File: src/rtl/line_sequencer_pkg.sv
// line_sequencer_pkg: shared state encoding, widths and sizing helper for the line sequencer.
package line_sequencer_pkg;
  typedef enum logic [2:0] {S_IDLE, S_LOAD, S_RELEASE, S_RUN, S_CRASH, S_OVER} state_e;
  localparam int GAP_W = 3;
  localparam int LEVEL_W = 4;
  localparam int LEVEL_MAX = 15;
  localparam int GAP_PX = 32;
  function automatic int max3(input int a, input int b, input int c);
    return (a > b) ? ((a > c) ? a : c) : ((b > c) ? b : c);
  endfunction
endpackage

File: src/rtl/line_sequencer_frame_timer.sv
// frame_timer: frame-strobe-qualified reloading down counter with a one-clk expire pulse.
module frame_timer #(
  parameter int W = 8
) (
  input  logic         clk,
  input  logic         reset_n,
  input  logic         stb_i,
  input  logic         en_i,
  input  logic         load_i,
  input  logic [W-1:0] load_val_i,
  output logic         expire_o
);
  logic [W-1:0] cnt_q;
  // Expires on the strobe that finds the count at zero, so load_val+1 strobes per period.
  assign expire_o = en_i && stb_i && !load_i && (cnt_q == '0);
  always_ff @(posedge clk or negedge reset_n) begin
    if (!reset_n) cnt_q <= '0;
    else if (load_i) cnt_q <= load_val_i;
    else if (en_i && stb_i) cnt_q <= (cnt_q == '0) ? load_val_i : cnt_q - W'(1);
  end
endmodule

File: src/rtl/line_sequencer.sv
// line_sequencer: round sequencing, staggered line release, level/gap progression and crash flash.
module line_sequencer
  import line_sequencer_pkg::*;
#(
  parameter int NUM_LINES      = 8,
  parameter int STAGGER_FRAMES = 30,
  parameter int FLASH_FRAMES   = 15,
  parameter int FLASH_COUNT    = 4,
  parameter int LEVEL_FRAMES   = 600,
  parameter int GAP_MAX        = 7,
  parameter int GAP_MIN        = 2
) (
  input  logic                 clk,
  input  logic                 reset_n,
  input  logic                 frame,
  input  logic                 start,
  input  logic                 crash,
  output logic                 load_counter,
  output logic [NUM_LINES-1:0] start_machine,
  output logic                 run,
  output logic                 flash,
  output logic [GAP_W-1:0]     gap_sel,
  output logic [LEVEL_W-1:0]   level,
  output logic                 game_over
);
  localparam int CNT_W = $clog2(max3(LEVEL_FRAMES, STAGGER_FRAMES, FLASH_FRAMES) + 1);
  localparam int TOG_W = $clog2(2 * FLASH_COUNT + 1);

  state_e               state_q;
  logic                 frame_q, start_q, load_seen_q;
  logic [TOG_W-1:0]     tog_q;
  logic                 load_q, run_q, flash_q, over_q;
  logic [NUM_LINES-1:0] sm_q;
  logic [GAP_W-1:0]     gap_q;
  logic [LEVEL_W-1:0]   level_q;
  logic                 stb, start_edge, go_release, playing, crash_hit;
  logic                 stag_exp, lvl_exp, fl_exp;
  logic [NUM_LINES-1:0] sm_shift;

  assign stb        = frame && !frame_q;
  assign start_edge = start && !start_q;
  assign playing    = (state_q == S_RELEASE) || (state_q == S_RUN);
  assign crash_hit  = playing && crash;
  assign go_release = (state_q == S_LOAD) && stb && load_seen_q;
  // Lines are released in index order, so shifting in a one sets the next bit.
  assign sm_shift   = (sm_q << 1) | NUM_LINES'(1);

  always_ff @(posedge clk or negedge reset_n) begin
    if (!reset_n) begin
      frame_q <= 1'b0;
      start_q <= 1'b0;
    end else begin
      frame_q <= frame;
      start_q <= start;
    end
  end

  frame_timer #(.W(CNT_W)) u_stagger (
    .clk(clk), .reset_n(reset_n), .stb_i(stb), .en_i(state_q == S_RELEASE),
    .load_i(go_release), .load_val_i(CNT_W'(STAGGER_FRAMES - 1)), .expire_o(stag_exp)
  );

  frame_timer #(.W(CNT_W)) u_flash (
    .clk(clk), .reset_n(reset_n), .stb_i(stb), .en_i(state_q == S_CRASH),
    .load_i(crash_hit), .load_val_i(CNT_W'(FLASH_FRAMES - 1)), .expire_o(fl_exp)
  );

  frame_timer #(.W(CNT_W)) u_level (
    .clk(clk), .reset_n(reset_n), .stb_i(stb), .en_i(playing),
    .load_i(go_release), .load_val_i(CNT_W'(LEVEL_FRAMES - 1)), .expire_o(lvl_exp)
  );

  always_ff @(posedge clk or negedge reset_n) begin
    if (!reset_n) begin
      state_q     <= S_IDLE;
      load_q      <= 1'b0;
      sm_q        <= '0;
      run_q       <= 1'b0;
      flash_q     <= 1'b1;
      gap_q       <= GAP_W'(GAP_MAX);
      level_q     <= '0;
      over_q      <= 1'b0;
      load_seen_q <= 1'b0;
      tog_q       <= '0;
    end else begin
      case (state_q)
        S_IDLE, S_OVER: if (start_edge) begin
          state_q     <= S_LOAD;
          load_q      <= 1'b1;
          sm_q        <= '0;
          run_q       <= 1'b0;
          flash_q     <= 1'b1;
          gap_q       <= GAP_W'(GAP_MAX);
          level_q     <= '0;
          over_q      <= 1'b0;
          load_seen_q <= 1'b0;
          tog_q       <= '0;
        end
        S_LOAD: if (stb) begin
          load_seen_q <= 1'b1;
          if (load_seen_q) begin
            load_q  <= 1'b0;
            sm_q    <= sm_shift;
            run_q   <= 1'b1;
            state_q <= (&sm_shift) ? S_RUN : S_RELEASE;
          end
        end
        S_RELEASE, S_RUN: if (crash) begin
          state_q <= S_CRASH;
          run_q   <= 1'b0;
          flash_q <= 1'b0;
          tog_q   <= '0;
        end else begin
          if (state_q == S_RELEASE && stag_exp) begin
            sm_q <= sm_shift;
            if (&sm_shift) state_q <= S_RUN;
          end
          if (lvl_exp) begin
            level_q <= (level_q == LEVEL_W'(LEVEL_MAX)) ? level_q : level_q + LEVEL_W'(1);
            gap_q   <= (gap_q > GAP_W'(GAP_MIN)) ? gap_q - GAP_W'(1) : gap_q;
          end
        end
        S_CRASH: if (fl_exp) begin
          if (tog_q == TOG_W'(2 * FLASH_COUNT - 1)) begin
            state_q <= S_OVER;
            flash_q <= 1'b1;
            over_q  <= 1'b1;
          end else begin
            flash_q <= !flash_q;
            tog_q   <= tog_q + TOG_W'(1);
          end
        end
        default: state_q <= S_IDLE;
      endcase
    end
  end

  assign load_counter  = load_q;
  assign start_machine = sm_q;
  assign run           = run_q;
  assign flash         = flash_q;
  assign gap_sel       = gap_q;
  assign level         = level_q;
  assign game_over     = over_q;
endmodule

File: config.mk
export PLATFORM = sky130hd
export DESIGN_NAME = line_sequencer
export DESIGN_NICKNAME = d
export VERILOG_FILES = /design/src/rtl/line_sequencer_pkg.sv /design/src/rtl/line_sequencer_frame_timer.sv /design/src/rtl/line_sequencer.sv
export SDC_FILE = /design/constraint.sdc
export NUM_CORES = 1
export LEC_CHECK = 0
export BUFFER_PORTS_ARGS = -buffer_cell sky130_fd_sc_hd__buf_2
export CORE_UTILIZATION = 40
export CTS_CLUSTER_SIZE = 16
export DETAILED_ROUTE_END_ITERATION = 10
export PLACE_DENSITY = 0.64
export SYNTH_ARGS = -nofsm -noshare
export SYNTH_HDL_FRONTEND = slang
export SYNTH_SLANG_ARGS = --single-unit
File: constraint.sdc
create_clock -name clk -period 2 [get_ports clk]
set_input_delay 0.5 -clock clk [delete_from_list [all_inputs] [get_ports clk]]
set_output_delay 0.5 -clock clk [all_outputs]
set_load 0.02 [all_outputs]
Yosys cells after proc, flatten, opt, wreduce, memory -nomap -nowiden
Index checks and enable logic that the tools add are counted.
Word-level totals
  flip-flop bits (word level): 59
  bits of input ports: 5
  output and inout bits: 19
  logic and storage cells: 145
Operators by class
  add/sub/neg operators: 6
  equal/unequal tests: 21
  reduce and logical (&&, ||, !) cells: 46
  $lt $le $gt $ge: 1
  mux-type cells: 56
Operators with widths (count)
  $mux 10: 9
  $mux 8: 5
  $mux 3: 12
  $logic_not 10->1: 3
  $sub 10x1->10 const B: 3
  $mux 4: 7
  $ne 2x2->1 const B: 12
  $pmux 8 s3: 1
  $reduce_and 5->1: 4
  $logic_and 1x1->1: 15
  $reduce_and 7->1: 2
  $mux 1: 13
  $pmux 3 s4: 1
  $pmux 4 s3: 1
  $reduce_and 4->1: 3
  $reduce_bool 2->1: 6
  $add 4x1->4 const B: 2
  $pmux 4 s2: 1
  $eq 3x2->1 const B: 2
  $eq 3x3->1 const B: 2
  $ne 3x3->1 const B: 2
  $pmux 1 s2: 3
  $pmux 1 s3: 2
  $pmux 3 s2: 1
  12 further kinds: 18

Logic depth before layout (Yosys ltp)
  depth after elaboration: 11
  depth in mapped cells: 8
  mapped depth without buffers: 7

Cells and area by module
A second synthesis with hierarchy kept.
Second synthesis, totals
  cell total of the unflattened synthesis: 413
  area, all modules: 3646.0 um2
Modules (own cells, without submodules)
  frame_timer: cells each 79, area an instance 676.9 um2, seq. area each 250.2 um2, times used 3
  line_sequencer: cells each 176, area an instance 1615.3 um2, seq. area each 730.7 um2, times used 1

Worst setup path after synthesis
OpenSTA, ideal clock, no wires.
  path type: register to register
  start: register u_stagger.cnt_q[0]
  end: register sm_q[0], in the netlist start_machine[0]
  buffers on the path: 0
  period minus slack after synthesis: 1977 ps
  cell stages (with the launch flop): 8
  data required time: 1875 ps
  setup slack: 23 ps
  arrival: 1852 ps
  path through: dfrtp_1 inv_1 ha_1 nor4b_1 nand3_1 o31ai_4 nand2_4 mux2_4
Between the ends
  word-level cells in the longest chain between the ends: 5
RTL lines
  from (decl): line line_sequencer_frame_timer.sv:13  | logic [W-1:0] cnt_q;
  from (signal assigned): line line_sequencer_frame_timer.sv:18  | else if (load_i) cnt_q <= load_val_i;
  from (signal assigned): line line_sequencer_frame_timer.sv:19  | else if (en_i && stb_i) cnt_q <= (cnt_q == '0) ? load_val_i : cnt_q - W'(1);
  $logic_not 10->1: line line_sequencer_frame_timer.sv:15  | assign expire_o = en_i && stb_i && !load_i && (cnt_q == '0);
  $logic_and 1x1->1: line line_sequencer_frame_timer.sv:15
  $logic_and 1x1->1: line line_sequencer.sv:114  | if (state_q == S_RELEASE && stag_exp) begin
  $ne 2x2->1 (no line)
  $reduce_and 6->1 (no line)
  to (signal assigned): line line_sequencer.sv:103  | sm_q <= sm_shift;
  to (signal assigned): line line_sequencer.sv:115  | sm_q <= sm_shift;
  to (decl): line line_sequencer.sv:33  | logic [NUM_LINES-1:0] sm_q;
No other way between the ends.
A chain may end at the register's enable or synchronous reset.

Final worst setup path
  start: register u_flash.cnt_q[2]
  end: register u_flash.cnt_q[9]
Between the ends
  word-level cells in the longest chain between the ends: 4
  elaborated cells between the ends (all ways): 5
  classes of those cells: add/sub: 1; mux: 3; reduce/logical: 1
RTL lines (line)
  from (decl): line_sequencer_frame_timer.sv:13
  from (signal assigned): line_sequencer_frame_timer.sv:18
  from (signal assigned): line_sequencer_frame_timer.sv:19
  $sub 10x1->10 / $logic_not 10->1 (equally long branches): line_sequencer_frame_timer.sv:19
  $mux 10 * (2 in a row): line_sequencer_frame_timer.sv:19
  $mux 10 *: line_sequencer_frame_timer.sv:18
Every way passes the cells marked *; elsewhere a longest branch is shown, timed or not. The select of a mux whose other input is x is not followed.

==> run summary <==
Worst reg2reg endpoint = u_flash.cnt_q[9]
Worst Tran Pin Value = 0.436 ns
Final cycle utilization of the critical path = 0.984
FFs w/ async S/R, synth = 1.00
Die width = 92.1 um
Crit path launch = u_flash.cnt_q[2]
Final wirelength = 7430 um
Wire per inst = 14.0 um
Die height = 92.1 um
Setup_tns = 0 ns
Post-DRT Antenna Nets = 0
Fin nets = 439
Layout Skew = 0.0148 ns
Worst EP arrival = 2.22 ns
Tot GR Track Use = 0.192
Seq cells post-synth = 59
Dpl hpwl = 5330 um
FF-to-FF Start = u_flash.cnt_q[2]
Buf+Inv Stages, Crit Path = 0
Mean area per synthesized cell = 9.21 um2
Post-CTS Hold Buffers = 0
# fillers = 721
Post-place instance area = 3740 um2
Max Cap Viol = 0
Sequential fraction of the synthesis area = 0.456
Startpoint Class = register
Crit. End Element = register
RSZ-0062 raised after global routing = yes
Slew Limit Fails = 0
Syn Nets = 368
Final hold slack = 0.164 ns
# DRC = 0
DR iter-0 viols = 123
Final min period = 1.97 ns
Largest net degree at the start of global routing = 33
Status = finished, final reports clean
# IOs = 24
Mapped Area = 3250 um2
Number of vias per cell = 5.32
Library cells used by synthesis = 54
Crit path depth = 4
Critical path class = register to register
Vias in the first global route = 2827
Relative slew margins = 0.708
Commonest non-fill, non-tap cell in the layout = dfrtp_1
CTS Root Cell = clkbuf_8
Global-route wire length before repair = 12800 um
Clk buf depth = 2
Area Overhead vs Synth = 25.8%
Top cell family by delay on the critical path = simple AND/OR/NAND/NOR gates
R2r worst-path depth = 4
R2R Setup Slk = 0.03 ns
Share of cells above drive strength 1 = 0.266
Cell Pwr Density = 1210 nW/um2
Most used flip-flop cell after synthesis = dfrtp_1
CTS tree = built
CP Data Required Time = 2.25 ns
Die footprint = 8490 um2
Pleak = 1.83 nW
Initial antenna violation count = 0
Post-synth EDFFs = 0
Max incr delay on CP = 0.55 ns
Initial Utilization = 0.416
Diode count = 0
CTS sink count = 59
Total CTS buffers = 9
Clock-pin slew on the worst setup and hold paths = 0.08 ns
Site Rows = 32
Mapped Cells = 353
Final Hold Vio Count = 0
Crit Path Max Fanout = 5
Achievable Freq = 508 MHz
Crit path to = u_flash.cnt_q[9]
Most frequent cells in the layout = dfrtp_1, buf_4, nand2_1, o21ai_0, nor2_1
GRT overflow = 0
I/O Buffers = 23
Number of detailed-route iterations in the first pass = 4
Clock insertion delay at the later pin of the skew report = 0.34 ns
Vias post-DR = 2827
Worst hold path type = primary input to async pin
Peak VDD IR = 0.660 mV
H-tree Lvls = 3
Core ar. = 7810 um2
Gpl congestion = 0.822
Yosys synthesis warning count = 0
Slowest stage cell, crit path = or4_4
Cell breakdown of the critical path = or4_4, or4b_4, or3_1, o21ai_1
Final count of negative-setup-slack endpoints = 0
Final Cell Area = 4090 um2
==> how the worst min path moves through the flow <==
| stage | from | endpoint | slack (ns) | cells past startpoint |
|---|---|---|---|---|
| after floorplan | reset_n | frame_q | 0.20 | 0 |
| final | reset_n | u_level.cnt_q[9] | 0.16 | 2 |
| after CTS | reset_n | u_level.cnt_q[9] | 0.17 | 2 |
| after global routing | reset_n | u_level.cnt_q[9] | 0.17 | 2 |
| after detailed placement | u_level.cnt_q[6] | u_level.cnt_q[6] | 0.49 | 1 |
| after global placement | u_level.cnt_q[6] | u_level.cnt_q[6] | 0.48 | 1 |
==> cell families (layout without fill, tap and decap cells) <==
kind of cell / count (synthesis) / in the layout / share of synthesized area
multiplexers: 5 / 5 / 0.0177
buffers and inverters: 21 / 97 / 0.0266
adder cells (fa/ha/maj): 10 / 10 / 0.0385
flip-flops: 59 / 59 / 0.456
AND/OR/NAND/NOR: 151 / 151 / 0.244
AO/OA/AOI/OAI: 102 / 102 / 0.204
XOR/XNOR: 5 / 5 / 0.0135
==> where the power goes <==
part / internal (mW) / switching (mW)
logic: 0.913 / 1.08
clock network: 0.678 / 0.479
registers: 1.48 / 0.298
total: 3.07 / 1.86
==> worst reg2reg max path: stages (launching register included) <==
cell	delay, ns
dfrtp_2	0.43
or4_4	0.55
or4b_4	0.53
or3_1	0.31
o21ai_1	0.08
==> metrics by stage <==
step	setup slack (ns)	cells	utilization	power, mW
2_1_floorplan	0.0232	353	-	2.95
3_3_place_gp	0.0360	509	0.479	3.63
3_5_place_dp	0.00450	509	0.479	3.69
4_1_cts	0.0115	525	0.507	4.87
5_1_grt	-0.0348	531	0.523	5.29
6_report	0.0328	531	0.523	4.93
==> sequential cells by signal, summed over array words and instances, names as in the netlist <==
signal	count
u_flash.cnt_q	10
u_level.cnt_q	10
u_stagger.cnt_q	10
start_machine	8
level	4
tog_q	4
gap_sel	3
state_q	3
flash	1
frame_q	1
game_over	1
load_counter	1
load_seen_q	1
run	1
start_q	1
==> cell usage after synthesis (4+ instances only) <==
master | n | area share
a22o_1 | 8 | 0.022
nor3_1 | 19 | 0.029
ha_1 | 10 | 0.039
or3_1 | 8 | 0.015
nor2b_1 | 4 | 0.0077
dfrtp_1 | 55 | 0.42
a21o_1 | 4 | 0.0092
a211oi_1 | 5 | 0.012
nand3_1 | 12 | 0.018
o21a_1 | 5 | 0.012
and3_1 | 10 | 0.019
dfstp_2 | 4 | 0.032
o21ai_0 | 32 | 0.049
a21oi_1 | 23 | 0.035
nand2_1 | 34 | 0.039
nor2_1 | 31 | 0.036
xor2_1 | 4 | 0.011
nand2b_1 | 8 | 0.015
a31oi_1 | 10 | 0.019
inv_1 | 16 | 0.018
==> routing by layer <==
metal  vias to the layer above  global-route usage  share of wire
li1                       1432                   -              -
met1                      1352               0.254           0.47
met2                        33               0.308           0.49
met3                        10              0.0415          0.020
met4                         0              0.0768          0.014
met5                         -                   0              0
==> layout make-up <==
type	instances	area, um2	share of cell area
inverter	16	60.1	0.0147
clock inverter	3	45.0	0.0110
timing repair buffer	65	434	0.106
clock buffer	13	169	0.0413
multi-input combinational	273	1770	0.432
sequential	59	1480	0.363
tap	102	128	0.0312
==> timing repair <==
action	4_1_cts	5_1_grt
setup buffers	0	6
gates resized for setup	1	22
endpoints found under the setup margin	1	27
pin swaps	0	3
hold endpoints to repair	0	0
No activity file was read; power rests on OpenSTA's default activity.
